**src/rtl/keypad_scan_sequencer_pkg.sv**
```systemverilog
// Shared types, constants and decode helpers for the 4x4 keypad scan sequencer.
package keypad_pkg;

  typedef enum logic [2:0] {
    SETTLE   = 3'd0,
    SAMPLE   = 3'd1,
    DEBOUNCE = 3'd2,
    HELD     = 3'd3,
    RELEASE  = 3'd4
  } scan_state_t;

  localparam int NUM_ROWS = 4;
  localparam int NUM_COLS = 4;

  localparam logic [3:0] ROW_ONEHOT_N [NUM_ROWS] = '{4'b1110, 4'b1101, 4'b1011, 4'b0111};

  typedef struct packed {
    logic       valid;
    logic [1:0] idx;
  } single_low_t;

  function automatic int max_int(input int a, input int b);
    return (a > b) ? a : b;
  endfunction

  function automatic single_low_t single_low(input logic [3:0] col);
    single_low_t res;
    case (col)
      4'b1110: res = '{valid: 1'b1, idx: 2'd0};
      4'b1101: res = '{valid: 1'b1, idx: 2'd1};
      4'b1011: res = '{valid: 1'b1, idx: 2'd2};
      4'b0111: res = '{valid: 1'b1, idx: 2'd3};
      default: res = '{valid: 1'b0, idx: 2'd0};
    endcase
    return res;
  endfunction

  function automatic logic [3:0] key_lookup(input logic [1:0] row_idx, input logic [1:0] col_idx);
    logic [3:0] code;
    case ({row_idx, col_idx})
      4'h0: code = 4'h1;
      4'h1: code = 4'h2;
      4'h2: code = 4'h3;
      4'h3: code = 4'hA;
      4'h4: code = 4'h4;
      4'h5: code = 4'h5;
      4'h6: code = 4'h6;
      4'h7: code = 4'hB;
      4'h8: code = 4'h7;
      4'h9: code = 4'h8;
      4'hA: code = 4'h9;
      4'hB: code = 4'hC;
      4'hC: code = 4'hE;
      4'hD: code = 4'h0;
      4'hE: code = 4'hF;
      4'hF: code = 4'hD;
      default: code = 4'h0;
    endcase
    return code;
  endfunction

endpackage

```
**src/rtl/keypad_scan_sequencer_col_sync.sv**
```systemverilog
// Two-flop synchronizer for asynchronous active-low column inputs; resets to all ones (idle).
module col_sync_2ff #(
  parameter int WIDTH = 4
) (
  input  logic             clk,
  input  logic             reset,
  input  logic [WIDTH-1:0] d,
  output logic [WIDTH-1:0] q
);

  logic [WIDTH-1:0] meta_r;

  // Two-stage metastability filter.
  always_ff @(posedge clk or posedge reset) begin
    if (reset) begin
      meta_r <= {WIDTH{1'b1}};
      q      <= {WIDTH{1'b1}};
    end else begin
      meta_r <= d;
      q      <= meta_r;
    end
  end

endmodule

```
**src/rtl/keypad_scan_sequencer.sv**
```systemverilog
// Sequenced 4x4 keypad scanner: row drive, settle, sample, press/release debounce, key events.
// Optional auto-repeat while held is enabled by defining KEY_REPEAT_EN.
module keypad_scan_sequencer
  import keypad_pkg::*;
#(
  parameter int ROW_SETTLE_CYCLES    = 8,
  parameter int DEBOUNCE_CYCLES      = 60000,
  parameter int REPEAT_DELAY_CYCLES  = 1500000,
  parameter int REPEAT_PERIOD_CYCLES = 300000
) (
  input  logic       clk,
  input  logic       reset,
  output logic [3:0] keypad_rows,
  input  logic [3:0] keypad_cols,
  output logic       key_valid,
  output logic [3:0] key_code,
  output logic       key_held
);

  // One counter width covers every configured interval so all counters share sat_inc.
  localparam int CNT_MAX = max_int(max_int(ROW_SETTLE_CYCLES, DEBOUNCE_CYCLES),
                                   max_int(REPEAT_DELAY_CYCLES, REPEAT_PERIOD_CYCLES));
  localparam int CNT_W   = $clog2(CNT_MAX + 1);

  localparam logic [CNT_W-1:0] SETTLE_LAST   = CNT_W'(ROW_SETTLE_CYCLES - 1);
  localparam logic [CNT_W-1:0] DEBOUNCE_LAST = CNT_W'(DEBOUNCE_CYCLES - 1);
  localparam logic [CNT_W-1:0] CNT_ZERO      = {CNT_W{1'b0}};

  function automatic logic [CNT_W-1:0] sat_inc(input logic [CNT_W-1:0] v);
    logic [CNT_W-1:0] r;
    if (v == {CNT_W{1'b1}}) r = v;
    else                    r = v + {{(CNT_W-1){1'b0}}, 1'b1};
    return r;
  endfunction

  scan_state_t      state_r;
  logic [1:0]       row_idx_r;
  logic [1:0]       col_idx_r;
  logic [3:0]       col_pat_r;
  logic [CNT_W-1:0] cnt_r;
  logic [3:0]       col_sync_s;
  single_low_t      press_s;
  logic [1:0]       next_row_s;

`ifdef KEY_REPEAT_EN
  localparam logic [CNT_W-1:0] RPT_DELAY_LAST  = CNT_W'(REPEAT_DELAY_CYCLES - 1);
  localparam logic [CNT_W-1:0] RPT_PERIOD_LAST = CNT_W'(REPEAT_PERIOD_CYCLES - 1);
  logic [CNT_W-1:0] rpt_cnt_r;
  logic             rpt_first_r;
`endif

  col_sync_2ff #(.WIDTH(NUM_COLS)) u_col_sync (
    .clk   (clk),
    .reset (reset),
    .d     (keypad_cols),
    .q     (col_sync_s)
  );

  assign press_s    = single_low(col_sync_s);
  assign next_row_s = row_idx_r + 2'd1;

  // Scan/debounce FSM with registered row drive and key outputs.
  always_ff @(posedge clk or posedge reset) begin
    if (reset) begin
      state_r     <= SETTLE;
      row_idx_r   <= 2'd0;
      col_idx_r   <= 2'd0;
      col_pat_r   <= 4'hF;
      cnt_r       <= CNT_ZERO;
      keypad_rows <= ROW_ONEHOT_N[0];
      key_valid   <= 1'b0;
      key_code    <= 4'h0;
      key_held    <= 1'b0;
`ifdef KEY_REPEAT_EN
      rpt_cnt_r   <= CNT_ZERO;
      rpt_first_r <= 1'b1;
`endif
    end else begin
      key_valid <= 1'b0;
      case (state_r)
        SETTLE: begin
          if (cnt_r == SETTLE_LAST) begin
            cnt_r   <= CNT_ZERO;
            state_r <= SAMPLE;
          end else begin
            cnt_r <= sat_inc(cnt_r);
          end
        end
        SAMPLE: begin
          if (press_s.valid) begin
            col_pat_r <= col_sync_s;
            col_idx_r <= press_s.idx;
            cnt_r     <= CNT_ZERO;
            state_r   <= DEBOUNCE;
          end else begin
            row_idx_r   <= next_row_s;
            keypad_rows <= ROW_ONEHOT_N[next_row_s];
            cnt_r       <= CNT_ZERO;
            state_r     <= SETTLE;
          end
        end
        DEBOUNCE: begin
          if (col_sync_s != col_pat_r) begin
            row_idx_r   <= next_row_s;
            keypad_rows <= ROW_ONEHOT_N[next_row_s];
            cnt_r       <= CNT_ZERO;
            state_r     <= SETTLE;
          end else if (cnt_r == DEBOUNCE_LAST) begin
            key_code  <= key_lookup(row_idx_r, col_idx_r);
            key_valid <= 1'b1;
            key_held  <= 1'b1;
            cnt_r     <= CNT_ZERO;
            state_r   <= HELD;
`ifdef KEY_REPEAT_EN
            rpt_cnt_r   <= CNT_ZERO;
            rpt_first_r <= 1'b1;
`endif
          end else begin
            cnt_r <= sat_inc(cnt_r);
          end
        end
        HELD: begin
          // Only the latched column is watched, so other keys are invisible here.
          if (col_sync_s[col_idx_r]) begin
            cnt_r   <= CNT_ZERO;
            state_r <= RELEASE;
`ifdef KEY_REPEAT_EN
            rpt_cnt_r <= CNT_ZERO;
`endif
          end else begin
`ifdef KEY_REPEAT_EN
            if (rpt_cnt_r == (rpt_first_r ? RPT_DELAY_LAST : RPT_PERIOD_LAST)) begin
              key_valid   <= 1'b1;
              rpt_cnt_r   <= CNT_ZERO;
              rpt_first_r <= 1'b0;
            end else begin
              rpt_cnt_r <= sat_inc(rpt_cnt_r);
            end
`else
            cnt_r <= CNT_ZERO;
`endif
          end
        end
        RELEASE: begin
          if (!col_sync_s[col_idx_r]) begin
            state_r <= HELD;
          end else if (cnt_r == DEBOUNCE_LAST) begin
            key_held    <= 1'b0;
            row_idx_r   <= next_row_s;
            keypad_rows <= ROW_ONEHOT_N[next_row_s];
            cnt_r       <= CNT_ZERO;
            state_r     <= SETTLE;
          end else begin
            cnt_r <= sat_inc(cnt_r);
          end
        end
        default: begin
          state_r     <= SETTLE;
          row_idx_r   <= 2'd0;
          keypad_rows <= ROW_ONEHOT_N[0];
          cnt_r       <= CNT_ZERO;
          key_held    <= 1'b0;
        end
      endcase
    end
  end

endmodule

```
**config.mk**
```make
export PLATFORM = sky130hd
export DESIGN_NAME = keypad_scan_sequencer
export DESIGN_NICKNAME = d
export VERILOG_FILES = /design/src/rtl/keypad_scan_sequencer_pkg.sv /design/src/rtl/keypad_scan_sequencer_col_sync.sv /design/src/rtl/keypad_scan_sequencer.sv
export SDC_FILE = /design/constraint.sdc
export NUM_CORES = 1
export LEC_CHECK = 0
export CORE_MARGIN = 2
export CORE_UTILIZATION = 45
export DETAILED_ROUTE_END_ITERATION = 8
export PLACE_DENSITY_LB_ADDON = 0.08
export SYNTH_ARGS = -nofsm -noshare
export SYNTH_HDL_FRONTEND = slang
export SYNTH_SLANG_ARGS = --single-unit
```
**constraint.sdc**
```tcl
create_clock -name clk -period 3.1 [get_ports clk]
set_input_delay 0.775 -clock clk [delete_from_list [all_inputs] [get_ports clk]]
set_output_delay 0.775 -clock clk [all_outputs]
set_load 0.1 [all_outputs]
```
==> out/metrics.cfg <==
[min_path]
hp-class = reg2reg
hold-path-cell-count = 0

[global_route]
grt_pass1_vias = 1851
grt_max_degree = 24
track_usage_pct = 15.9
grt_antenna_before_repair = 0
grt_pass1_wl_um = 9110
overflow = 0

[floorplan]
die_w_um = 83.9
io_pins = 16
die_y_um = 83.9
initial_core_util_pct = 45.7
core_um2 = 6280
die-area_um2 = 7040
num_rows = 29

[clock_tree]
h-tree-depth = 2
cts_sinks = 50
clk_path_buf_depth = 2
cts_tree = done
cts_buffers = 5
path_clk_slew_ns = 0.09
cts_root_buf = clkbuf_8
hold_buffers = 0
clkLatencyLatePin_ns = 0.30
post_cts.repair.setup_buffers = 0
post_cts_resized = 0

[critical_path]
ff2ff_path_depth = 7
cp-end-kind = flop
critPathBufInv = 0
critPathTopFamily = simple AND/OR/NAND/NOR gates
crit_path_top_delay_cell = dfrtp_1
worstPathMaxFanout = 6
max_stage_delay_ns = 0.41
worstPathRequired_ns = 3.29
worst_setup_path_start_kind = flop
cp_cell_sequence = ha_1 > and4bb_2 > nand3_1 > nor4_4 > a211o_2 > nand4b_4 > mux2_2
cp.arrival_ns = 2.49
cp_num_cells = 7
worstSetupPathType = reg2reg

[synth]
netlist_instances = 279
syn_area_per_cell_um2 = 10.3
yosys.area_share.simple_pct = 22.9
synth_adder_area_share_pct = 4.36
yosys_most_used_dff = dfrtp_1
synth_edf_count = 0
ys_seq_area_share_pct = 44.2
synth-compound-area-share_pct = 8.50
synthXorXnorAreaFrac_pct = 7.02
ys.warnings.count = 0
netlist_area_um2 = 2870
syn_nets = 295
yosys.cell_types.count = 57
synth_top_family_by_area = simple AND/OR/NAND/NOR gates
synthMuxAreaShare_pct = 6.84
synthArstFlopShare_pct = 100
ys_ff_latch = 50

[finish]
final_nets = 304
area_growth_pct = 7.28
multi_input_area_um2 = 1430
ff_latch_area_um2 = 1270
design_area_um2 = 3080
diodes = 0
fill_cells = 601
drive_gt1_share_pct = 21.5

[routing]
wire_per_inst_um = 14.0
drcViolationCount = 0
drt_wl_total_um = 5140
drt_iter0_drc = 105
firstDrtPassIters = 4
ant_nets = 0
via_per_inst = 5.38
num_vias = 1968

[power]
power.density_nw_per_um2 = 644
irDropWorstVdd_mv = 0.583
leakage_nw = 1.32

[outcome]
status = complete, no violations

[placement]
place.gp.congestion = 0.800
place_hpwl_um = 3730
numPortBuffers = 15
place_area_um2 = 2980

[sta]
slew_viol_final = 0
skew_ns = 0.00451
layout_min_cycle_time_ns = 2.30
rsz0062_at_grt = no
finalSetupViolCount = 0
tns_ns = 0
relSlewSlack_pct = 58.9
tightest_slew_ns = 0.611
fin_crit_sh_pct = 74.1
hold_violations = 0
hold_slack_ns = 0.360
max_freq_mhz = 435

[flow_run]
cap_violations = 0

==> metrics by stage <==
step                setup slack (ns)  instances  power (W)  utilization [%]
finish                         0.803        366    0.00198             49.1
global route                   0.607        366    0.00213             49.1
CTS                            0.788        366    0.00202             49.1
detailed placement             0.820        358    0.00158             47.4
global placement               0.842        358    0.00157             47.4
floorplan                      0.769        279    0.00147                -
==> sequential cells by signal, summed over array words and instances (netlist names) <==
register,cells
keypad_rows,4
key_code,4
key_valid,1
row_idx_r,2
u_col_sync.meta_r,4
cnt_r,21
col_idx_r,2
state_r,3
col_pat_r,4
u_col_sync.q,4
key_held,1
==> cell type report <==
type	count	area share, %
multi-input cells	203	46.3
flip-flops and latches	50	41.2
repair buffers	18	4.79
well taps	77	3.13
clock buffers	6	3.05
inverters	10	1.22
clock inverters	2	0.325
==> kinds of logic (layout without fill, tap and decap cells) <==
logic type	Yosys count	in the layout
fa+ha+maj	10	10
mux	16	16
simple gates	116	116
buf+inv	26	36
flops	50	50
compound gates	38	38
xor+xnor	23	23
==> power breakdown <==
part	switching, W	total, W	internal [W]
combinational	0.000396	0.000650	0.000254
clock	0.000221	0.000427	0.000205
sequential	0.000125	0.000906	0.000781
==> worst reg2reg max path: cells and delay by family, from the launching register on <==
family	cells	cell delay, ns
AND/OR/NAND/NOR	4	0.99
AO/OA/AOI/OAI	1	0.22
flip-flops	1	0.41
multiplexers	1	0.31
adder cells (fa/ha/maj)	1	0.25
==> cells in the mapped netlist, drive strengths merged (10+ instances only) <==
library cell	n	share of area [%]
o21ai	14	2.4
dfstp	15	14
nand4	11	2.6
clkbuf	10	3.1
dfrtp	35	31
nand2	26	3.4
nor2	28	3.7
inv	10	1.3
xor2	15	4.6
ha	10	4.4
nand3	12	2.3
==> cells in the final DEF (no fill, tap or decap), drive strengths merged, types with 4 or more instances in the layout <==
cell / instances
nor2: 28
inv: 10
dfstp: 15
xor2: 15
nand2: 26
nand3: 12
nor3: 7
nand4: 11
and3: 4
clkbuf: 6
buf: 13
and2: 5
xnor2: 8
dfrtp: 35
mux2i: 5
clkdlybuf4s50: 5
a21oi: 8
nor4: 9
ha: 10
o21ai: 14
mux2: 9
==> worst paths after layout <==
path | start | to | slack (ns)
min in group asynchronous | reset | col_idx_r[0] | 0.79
worst max register to register | cnt_r[0] | row_idx_r[0] | 0.80
max in group asynchronous | reset | keypad_rows[2] | 1.68
worst max-delay path | cnt_r[0] | row_idx_r[0] | 0.80
worst min-delay path | u_col_sync.meta_r[3] | u_col_sync.q[3] | 0.36
worst min register to register | u_col_sync.meta_r[3] | u_col_sync.q[3] | 0.36
==> metal layers <==
metal / routed length, um / GRT usage, % / part of all wire [%] / vias up
met3: 155 / 3.26 / 3.0 / 4
met1: 2690 / 24.2 / 52 / 936
met4: 40 / 4.84 / 0.78 / 0
met2: 2260 / 22.8 / 44 / 31
met5: 0 / 0 / 0 / -
li1: - / - / - / 997
Power figures use the tool's default switching activity.
